### src/rtl/fir_seq_pkg.sv
// Shared types and default constants for the FIR tap-queue sequencer.
package fir_seq_pkg;

    typedef enum logic [1:0] {
        FILL  = 2'd0,
        IDLE  = 2'd1,
        RUN   = 2'd2,
        FLUSH = 2'd3
    } seq_state_t;

    localparam int DEF_ADDR_W = 10;
    localparam int DEF_TAPS   = 1021;
    localparam int DEF_DECIM  = 2;
    localparam int DEF_RD_LAT = 1;

    // Saturating 8-bit increment used by the overrun statistics counter.
    function automatic logic [7:0] sat_inc8(input logic [7:0] v);
        return (v == 8'hFF) ? v : v + 8'd1;
    endfunction

endpackage

### src/rtl/fir_seq_ptr.sv
// Write-side bookkeeping for the tap queue: decimation phase, write pointer,
// fill counter, primed flag and the oldest-retained-sample address.
module fir_seq_ptr
    import fir_seq_pkg::*;
#(
    parameter int ADDR_W = DEF_ADDR_W,
    parameter int TAPS   = DEF_TAPS,
    parameter int DECIM  = DEF_DECIM
) (
    input  logic              clk,
    input  logic              rst_n,
    input  logic              smpl_vld,
    output logic              we,
    output logic [ADDR_W-1:0] wr_ptr,
    output logic [ADDR_W-1:0] old_ptr,
    output logic              primed,
    output logic              fill_done
);

    localparam int                PH_W      = (DECIM > 1) ? $clog2(DECIM) : 1;
    localparam logic [PH_W-1:0]   PH_ZERO   = {PH_W{1'b0}};
    localparam logic [PH_W-1:0]   PH_ONE    = PH_W'(1);
    localparam logic [PH_W-1:0]   PH_LAST   = PH_W'(DECIM - 1);
    localparam logic [ADDR_W-1:0] ONE_A     = ADDR_W'(1);
    localparam logic [ADDR_W-1:0] TAPS_A    = ADDR_W'(TAPS);
    localparam logic [ADDR_W-1:0] LAST_FILL = ADDR_W'(TAPS - 1);

    logic [PH_W-1:0]   phase_q, phase_d;
    logic [ADDR_W-1:0] wr_ptr_q, wr_ptr_d;
    logic [ADDR_W-1:0] fill_cnt_q, fill_cnt_d;
    logic              primed_q, primed_d;
    logic              we_s;
    logic              fill_done_s;

    // Accept decision, pointer advance, fill counting and primed detection.
    always_comb begin
        phase_d    = phase_q;
        wr_ptr_d   = wr_ptr_q;
        fill_cnt_d = fill_cnt_q;
        we_s       = smpl_vld & (phase_q == PH_ZERO);
        // Phase zero is the accept slot; it is where reset leaves us.
        if (smpl_vld) begin
            if (phase_q == PH_LAST) begin
                phase_d = PH_ZERO;
            end else begin
                phase_d = phase_q + PH_ONE;
            end
        end else begin
            phase_d = phase_q;
        end
        if (we_s) begin
            wr_ptr_d = wr_ptr_q + ONE_A;
        end else begin
            wr_ptr_d = wr_ptr_q;
        end
        // Fill counting stops once primed; primed is sticky until reset.
        fill_done_s = we_s & ~primed_q & (fill_cnt_q == LAST_FILL);
        if (we_s && !primed_q) begin
            fill_cnt_d = fill_cnt_q + ONE_A;
        end else begin
            fill_cnt_d = fill_cnt_q;
        end
        primed_d = primed_q | fill_done_s;
    end

    // Write-side state registers with synchronous active-low reset.
    always_ff @(posedge clk) begin
        if (!rst_n) begin
            phase_q    <= PH_ZERO;
            wr_ptr_q   <= {ADDR_W{1'b0}};
            fill_cnt_q <= {ADDR_W{1'b0}};
            primed_q   <= 1'b0;
        end else begin
            phase_q    <= phase_d;
            wr_ptr_q   <= wr_ptr_d;
            fill_cnt_q <= fill_cnt_d;
            primed_q   <= primed_d;
        end
    end

    assign we        = we_s;
    assign wr_ptr    = wr_ptr_q;
    // Oldest retained sample, as seen after the write in this cycle lands.
    assign old_ptr   = wr_ptr_q + ONE_A - TAPS_A;
    assign primed    = primed_q;
    assign fill_done = fill_done_s;

endmodule

### src/rtl/fir_seq_ctrl.sv
// FIR tap-queue sequencer: per accepted sample, runs one TAPS-long read/MAC pass
// over the circular queue and the coefficient ROM, then strobes out_vld.
// Optional overrun statistics counter (ovr_cnt) is built when FIR_SEQ_STATS_EN is defined.
module fir_seq_ctrl
    import fir_seq_pkg::*;
#(
    parameter int ADDR_W = DEF_ADDR_W,
    parameter int TAPS   = DEF_TAPS,
    parameter int DECIM  = DEF_DECIM,
    parameter int RD_LAT = DEF_RD_LAT
) (
    input  logic              clk,
    input  logic              rst_n,
    input  logic              smpl_vld,
    output logic              we,
    output logic [ADDR_W-1:0] waddr,
    output logic [ADDR_W-1:0] raddr,
    output logic [ADDR_W-1:0] coeff_addr,
    output logic              acc_clr,
    output logic              acc_en,
    output logic              out_vld,
    output logic              busy,
    output logic              primed,
`ifdef FIR_SEQ_STATS_EN
    output logic              overrun,
    output logic [7:0]        ovr_cnt
`else
    output logic              overrun
`endif
);

    localparam int                FL_W     = (RD_LAT > 1) ? $clog2(RD_LAT) : 1;
    localparam logic [FL_W-1:0]   FL_ZERO  = {FL_W{1'b0}};
    localparam logic [FL_W-1:0]   FL_ONE   = FL_W'(1);
    localparam logic [FL_W-1:0]   FL_LAST  = FL_W'(RD_LAT - 1);
    localparam logic [ADDR_W-1:0] ZERO_A   = {ADDR_W{1'b0}};
    localparam logic [ADDR_W-1:0] ONE_A    = ADDR_W'(1);
    localparam logic [ADDR_W-1:0] LAST_TAP = ADDR_W'(TAPS - 1);

    logic              we_s;
    logic [ADDR_W-1:0] wr_ptr_s;
    logic [ADDR_W-1:0] old_ptr_s;
    logic              primed_s;
    logic              fill_done_s;
    logic              start_s;
    logic              ovr_wr_s;

    seq_state_t        state_q, state_d;
    logic [ADDR_W-1:0] tap_q, tap_d;
    logic [ADDR_W-1:0] raddr_q, raddr_d;
    logic [ADDR_W-1:0] old_q, old_d;
    logic [FL_W-1:0]   flush_q, flush_d;
    logic [RD_LAT-1:0] lat_q, lat_d;
    logic              acc_clr_q, acc_clr_d;
    logic              out_vld_q, out_vld_d;
    logic              busy_q, busy_d;
    logic              overrun_q, overrun_d;
`ifdef FIR_SEQ_STATS_EN
    logic [7:0]        ovr_cnt_q, ovr_cnt_d;
`endif

    fir_seq_ptr #(
        .ADDR_W (ADDR_W),
        .TAPS   (TAPS),
        .DECIM  (DECIM)
    ) u_ptr (
        .clk       (clk),
        .rst_n     (rst_n),
        .smpl_vld  (smpl_vld),
        .we        (we_s),
        .wr_ptr    (wr_ptr_s),
        .old_ptr   (old_ptr_s),
        .primed    (primed_s),
        .fill_done (fill_done_s)
    );

    // Pass sequencing: next state, tap/read addresses, flush timing and strobes.
    always_comb begin
        state_d   = state_q;
        tap_d     = tap_q;
        raddr_d   = raddr_q;
        old_d     = old_q;
        flush_d   = flush_q;
        acc_clr_d = 1'b0;
        out_vld_d = 1'b0;
        start_s   = 1'b0;
        // A write during RUN/FLUSH is stored but never restarts or queues a pass.
        ovr_wr_s  = we_s & ((state_q == RUN) | (state_q == FLUSH));
        case (state_q)
            FILL: begin
                if (fill_done_s) begin
                    start_s = 1'b1;
                end else begin
                    start_s = 1'b0;
                end
            end
            IDLE: begin
                if (we_s) begin
                    start_s = 1'b1;
                end else begin
                    start_s = 1'b0;
                end
            end
            RUN: begin
                if (tap_q == LAST_TAP) begin
                    state_d = FLUSH;
                    tap_d   = ZERO_A;
                    raddr_d = old_q;
                    flush_d = FL_ZERO;
                end else begin
                    tap_d   = tap_q + ONE_A;
                    raddr_d = raddr_q + ONE_A;
                end
            end
            FLUSH: begin
                if (flush_q == FL_LAST) begin
                    state_d   = IDLE;
                    out_vld_d = 1'b1;
                end else begin
                    flush_d = flush_q + FL_ONE;
                end
            end
            default: begin
                state_d = FILL;
            end
        endcase
        if (start_s) begin
            state_d   = RUN;
            tap_d     = ZERO_A;
            raddr_d   = old_ptr_s;
            old_d     = old_ptr_s;
            acc_clr_d = 1'b1;
        end else begin
            acc_clr_d = 1'b0;
        end
        // acc_en is the RUN window delayed by the RAM/ROM read latency.
        lat_d    = {RD_LAT{1'b0}};
        lat_d[0] = (state_q == RUN);
        for (int i = 1; i < RD_LAT; i++) begin
            lat_d[i] = lat_q[i-1];
        end
        busy_d    = (state_d == RUN) | (state_d == FLUSH) | out_vld_d;
        overrun_d = overrun_q | ovr_wr_s;
`ifdef FIR_SEQ_STATS_EN
        if (ovr_wr_s) begin
            ovr_cnt_d = sat_inc8(ovr_cnt_q);
        end else begin
            ovr_cnt_d = ovr_cnt_q;
        end
`endif
    end

    // Sequencer registers with synchronous active-low reset.
    always_ff @(posedge clk) begin
        if (!rst_n) begin
            state_q   <= FILL;
            tap_q     <= {ADDR_W{1'b0}};
            raddr_q   <= {ADDR_W{1'b0}};
            old_q     <= {ADDR_W{1'b0}};
            flush_q   <= {FL_W{1'b0}};
            lat_q     <= {RD_LAT{1'b0}};
            acc_clr_q <= 1'b0;
            out_vld_q <= 1'b0;
            busy_q    <= 1'b0;
            overrun_q <= 1'b0;
`ifdef FIR_SEQ_STATS_EN
            ovr_cnt_q <= 8'h00;
`endif
        end else begin
            state_q   <= state_d;
            tap_q     <= tap_d;
            raddr_q   <= raddr_d;
            old_q     <= old_d;
            flush_q   <= flush_d;
            lat_q     <= lat_d;
            acc_clr_q <= acc_clr_d;
            out_vld_q <= out_vld_d;
            busy_q    <= busy_d;
            overrun_q <= overrun_d;
`ifdef FIR_SEQ_STATS_EN
            ovr_cnt_q <= ovr_cnt_d;
`endif
        end
    end

    assign we         = we_s;
    assign waddr      = wr_ptr_s;
    assign raddr      = raddr_q;
    assign coeff_addr = tap_q;
    assign acc_clr    = acc_clr_q;
    assign acc_en     = lat_q[RD_LAT-1];
    assign out_vld    = out_vld_q;
    assign busy       = busy_q;
    assign primed     = primed_s;
    assign overrun    = overrun_q;
`ifdef FIR_SEQ_STATS_EN
    assign ovr_cnt    = ovr_cnt_q;
`endif

endmodule

### config.mk
export PLATFORM = sky130hd
export DESIGN_NAME = fir_seq_ctrl
export DESIGN_NICKNAME = d
export VERILOG_FILES = /design/src/rtl/fir_seq_pkg.sv /design/src/rtl/fir_seq_ptr.sv /design/src/rtl/fir_seq_ctrl.sv
export SDC_FILE = /design/constraint.sdc
export NUM_CORES = 1
export LEC_CHECK = 0
export BUFFER_PORTS_ARGS = -buffer_cell sky130_fd_sc_hd__buf_2
export CAP_MARGIN = 30
export CORE_ASPECT_RATIO = 1.2
export CORE_MARGIN = 5
export CORE_UTILIZATION = 50
export DETAILED_ROUTE_END_ITERATION = 7
export GPL_TIMING_DRIVEN = 0
export PLACE_DENSITY = 0.8
export SLEW_MARGIN = 25
export SYNTH_ARGS = -nofsm -noshare
export SYNTH_HDL_FRONTEND = slang
export SYNTH_SLANG_ARGS = --single-unit
### constraint.sdc
create_clock -name clk -period 2.6 [get_ports clk]
set_clock_uncertainty 0.05 [all_clocks]
set_input_delay 0.52 -clock clk [delete_from_list [all_inputs] [get_ports clk]]
set_output_delay 0.52 -clock clk [all_outputs]
set_load 0.005 [all_outputs]
# Word-level counts from Yosys, hierarchy flattened

Index checks and enable logic that the tools add are counted.

Flip-flop bits (word level): 60
Bits in latches: 0
Bits in writable memories: 0
Bits in read-only memories: 0
Output and inout bits: 37
Memories: 0

Add/subtract/negate cells: 7
Multiply operators: 0
Divide/modulo/power cells: 0
Order comparisons: 0
Eq/ne operators: 8
Shift-type cells: 0
Multiplexer cells: 18
Bitwise operators: 12
Reductions and logical operators: 7

Operators by type and width:

| operator                                               | number |
|---|---|
| adder 10 x 1 -> 10 bit (second input constant)         | 4 |
| 2-to-1 mux 10 bit                                      | 4 |
| equality test 10 bit (second input constant)           | 2 |
| subtractor 10 bit (second input constant)              | 1 |
| equality test 2 bit (second input constant)            | 4 |
| 2-to-1 mux 1 bit                                       | 8 |
| 2-to-1 mux 2 bit                                       | 3 |
| OR 1 bit                                               | 5 |
| AND 1 bit                                              | 4 |
| one-hot mux 1 bit (2 select lines)                     | 2 |
| one-hot mux 2 bit (2 select lines)                     | 1 |
| nonzero test 2 bit                                     | 2 |
| inverter 1 bit                                         | 3 |
| adder 1 bit (second input constant)                    | 2 |
| equality test 2 x 1 -> 1 bit (second input constant)   | 1 |
| zero test 2 bit                                        | 1 |
| inequality test 2 x 1 -> 1 bit (second input constant) | 1 |
| AND reduction 2 bit                                    | 1 |
| OR reduction 2 bit                                     | 1 |
| logical AND 1 bit                                      | 1 |
| zero test 1 bit                                        | 1 |

# Depth between registers and ports, before layout

Depth after elaboration: 10
Mapped depth: 9
Depth with buffers taken out: 8

# Modules after synthesis

A second synthesis with hierarchy kept.

Cell total of the unflattened synthesis: 372
Area, all modules: 3194.3 µm²

By module, submodules not included:

| module       | times used | cells each | area each (µm²) |
|---|---|---|---|
| fir_seq_ctrl | 1          | 221        | 1863.0 |
| fir_seq_ptr  | 1          | 151        | 1331.3 |

# Worst setup path before layout

Ideal clock, no wire load.

Path kind: register -> register
Start: register tap_q[0], in the netlist coeff_addr[0]
End: register raddr_q[7], in the netlist raddr[7]
Data arrival time: 1.743 ns
Data required time: 2.435 ns
Slack: 0.692 ns
Cell stages (with the launch flop): 10
Cell sequence: dfxtp_1 > inv_1 > ha_1 > and3_1 > and4_1 > clkbuf_1 > a21oi_1 > nor2_1 > o221a_2 > o21a_1

Cells in the longest elaborated chain, start to end: 4

RTL lines:

| item                     | RTL line            | RTL |
|---|---|---|
| start: declaration       | fir_seq_ctrl.sv:49  | `logic [ADDR_W-1:0] tap_q, tap_d;` |
| start signal: assignment | fir_seq_ctrl.sv:157 | `tap_q <= {ADDR_W{1'b0}};` |
| start signal: assignment | fir_seq_ctrl.sv:171 | `tap_q <= tap_d;` |
| equality test 10 bit     | fir_seq_ctrl.sv:105 | `if (tap_q == LAST_TAP) begin` |
| 2-to-1 mux 10 bit        | fir_seq_ctrl.sv:105 |  |
| 2-to-1 mux 10 bit        | fir_seq_ctrl.sv:89  | `case (state_q)` |
| 2-to-1 mux 10 bit        | fir_seq_ctrl.sv:127 | `if (start_s) begin` |
| end signal: assignment   | fir_seq_ctrl.sv:158 | `raddr_q <= {ADDR_W{1'b0}};` |
| end signal: assignment   | fir_seq_ctrl.sv:172 | `raddr_q <= raddr_d;` |
| end: declaration         | fir_seq_ctrl.sv:50  | `logic [ADDR_W-1:0] raddr_q, raddr_d;` |

No other way between the ends. The select of a mux whose other input is x is not followed.
A chain may end at the register's enable or synchronous reset.

# Final worst setup path

Start: register tap_q[0], in the netlist coeff_addr[0]
End: register raddr_q[9], in the netlist raddr[9]

The elaborated chain is that of the path after synthesis.

==> results.py <==
metrics = {
    "status": {
        "status": "completed",
    },
    "placement": {
        "place_inst": 496,
        "port_buffers": 39,
        "place_area_um2": 3330,
        "gp_congestion": 0.862,
        "dp_hpwl_um": 5140,
        "dp_slack_ns": 0.363,
    },
    "clocking": {
        "clockBufferDepth": 2,
        "cts.sinks": 59,
        "clkLatencyLatePin_ns": 0.34,
        "cts_resized": 0,
        "clkTransAtPathRegs_ns": 0.06,
        "cts_root_buf": "clkbuf_8",
        "cts_inserted_buffers": 9,
        "ctsHoldBuffers": 0,
        "cts_tree": "yes",
        "post_cts_buffers": 0,
        "h-tree-depth": 3,
    },
    "grt": {
        "grt_use_total": 0.197,
        "overflow": 0,
        "antenna_found_initial": 0,
        "grt_max_degree": 11,
        "grt_pass1_vias": 2643,
        "grt_pass1_wl_um": 11900,
    },
    "detailed_routing": {
        "drc": 0,
        "num_vias": 2776,
        "totalWireLength_um": 7120,
        "route.antenna.remaining_nets": 0,
        "drt-wirelength-per-cell_um": 13.9,
        "drtIter0Drc": 186,
        "first_pass_iters": 4,
        "viasPerCell": 5.42,
    },
    "layout": {
        "fin_nets": 434,
        "instances_no_fill": 512,
        "drive_gt1_frac": 0.181,
        "diodes": 0,
        "fillCellCount": 575,
        "area_delta_synth_final_pct": 16.2,
        "final_area_um2": 3530,
    },
    "job": {
        "maxCapViolations": 0,
    },
    "worst_setup_path": {
        "crit_path_start_kind": "flop",
        "worstSetupPathType": "reg2reg",
        "crit_required_ns": 2.76,
        "arrival_ns": 2.35,
        "cp-end-kind": "flop",
        "path_max_fanout": 8,
        "reg2reg_setup_slack_ns": 0.41,
    },
    "yosys": {
        "synth_top_cell_by_area": "dfxtp_1",
        "synth_fa_ha_area_frac": 0.0247,
        "ys_warn_count": 0,
        "synth_compound_area_frac": 0.155,
        "synthMuxAreaShare": 0,
        "synth_common_cells": "65 x nor2_1, 59 x dfxtp_1, 38 x nand2_1",
        "synthSimpleGateAreaFrac": 0.280,
        "yosysSeqAreaShare": 0.389,
        "ys_types": 52,
        "synth.most_common_cell": "nor2_1",
        "synth-xor-area-share": 0.0981,
        "synthFlopType": "dfxtp_1",
        "synth_top_family_by_area": "simple AND/OR/NAND/NOR gates",
        "ys_ff_latch": 59,
        "synth_top_area_frac": 0.389,
        "syn_area_um2": 3040,
        "synth_area_leaders": "dfxtp_1 39%, nor2_1 8.0%, xor2_1 6.3%",
        "synth_edf_count": 0,
        "mappedNetlistNets": 384,
        "syn_inst": 375,
        "ys_async_sr_fraction": 0,
        "syn_area_per_cell_um2": 8.10,
    },
    "power": {
        "power.leakage_nw": 1.46,
        "power.density_nw_per_um2": 521,
        "ir_worst_vdd_uv": 522,
    },
    "die": {
        "chipHeight_um": 95.4,
        "die-area_um2": 7740,
        "core_area_um2": 5970,
        "start_util": 0.508,
        "num_rows": 31,
        "die_w_um": 81.1,
        "io_pins": 40,
    },
    "sta": {
        "worst_slack_ns": 0.409,
        "period_share": 0.843,
        "finalCriticalPeriod_ns": 2.19,
        "finalSetupViolations": 0,
        "fin_setup_tns_ns": 0,
        "rsz0062_at_grt": "no",
        "max_slew_margin": 0.642,
        "hold_violations": 0,
        "hold_slack_ns": 0.410,
        "timing.fmax_mhz": 456,
        "tightestPinTransition_ns": 0.537,
        "drv_slew": 0,
    },
    "hold_path": {
        "hold_class": "reg2reg",
    },
}
-- placed cells by master, fill, tap and decap left out, drive strengths merged, types with 3 or more instances in the layout --
| master | instances |
|---|---|
| a211oi | 4 |
| a21oi | 27 |
| and2 | 6 |
| and3 | 7 |
| and4 | 4 |
| buf | 52 |
| clkbuf | 21 |
| clkinv | 3 |
| dfxtp | 59 |
| ha | 6 |
| inv | 11 |
| nand2 | 38 |
| nand2b | 4 |
| nand3 | 13 |
| nand3b | 3 |
| nand4 | 11 |
| nand4b | 4 |
| nor2 | 65 |
| nor2b | 3 |
| nor3 | 4 |
| o21a | 3 |
| o21ai | 14 |
| o22ai | 8 |
| or3 | 3 |
| xnor2 | 12 |
| xor2 | 22 |
-- metrics by stage --
stage,utilization,power (mW)
6_report,0.591,1.84
5_1_grt,0.591,1.91
4_1_cts,0.591,1.86
3_5_place_dp,0.558,1.04
3_3_place_gp,0.558,1.03
2_1_floorplan,-,1.01
-- cell families (layout without fill, tap and decap cells) --
kind of cell	count (synthesis)	count (layout)
simple gates	171	171
compound gates	71	71
flops	59	59
xor+xnor	34	34
buf+inv	34	89
fa+ha+maj	6	6
-- sequential cells by signal, indices dropped and copies added, names as in the netlist --
signal,cells
state_q,2
acc_clr,1
acc_en,1
out_vld,1
raddr,10
u_ptr.phase_q,1
busy,1
u_ptr.wr_ptr,10
overrun,1
coeff_addr,10
u_ptr.primed,1
u_ptr.fill_cnt_q,10
old_q,10
-- per-layer routing --
metal / vias up / GRT usage / routed length [um]
li1: 1391 / - / -
met1: 1285 / 0.240 / 3150
met2: 90 / 0.332 / 3360
met3: 10 / 0.0491 / 470
met4: 0 / 0.0775 / 131
met5: - / 0 / 0
-- worst paths after layout --
path	from	endpoint	depth (start not counted)
setup / recovery	coeff_addr[0]	raddr[9]	8
hold / removal	old_q[5]	old_q[5]	2
setup reg to reg	coeff_addr[0]	raddr[9]	8
hold reg to reg	old_q[5]	old_q[5]	2
-- layout make-up --
cell class	count	area (um^2)	area share
multi-input cells	282	1690	0.480
flip-flops and latches	59	1180	0.335
repair buffers	39	195	0.0553
clock buffers	11	141	0.0401
plain buffers	23	121	0.0344
well taps	82	103	0.0291
clock inverters	5	52.6	0.0149
inverters	11	41.3	0.0117
-- where the power goes --
| part | leakage, nW | total [mW] | switching (mW) | internal, mW |
|---|---|---|---|---|
| Sequential | 0.476 | 0.921 | 0.00903 | 0.911 |
| Clock | 0.0991 | 0.822 | 0.358 | 0.463 |
| Combinational | 0.882 | 0.0953 | 0.0603 | 0.0350 |
| Total | 1.46 | 1.84 | 0.427 | 1.41 |
-- critical path: stages, from the launching register on --
cell	delay, ns
dfxtp_1	0.39
inv_1	0.09
ha_1	0.13
and3_1	0.20
nand4_2	0.24
nor2_1	0.42
and3b_1	0.23
a211oi_1	0.21
o22ai_1	0.10
Note: power is estimated with default switching activity, not from simulation.
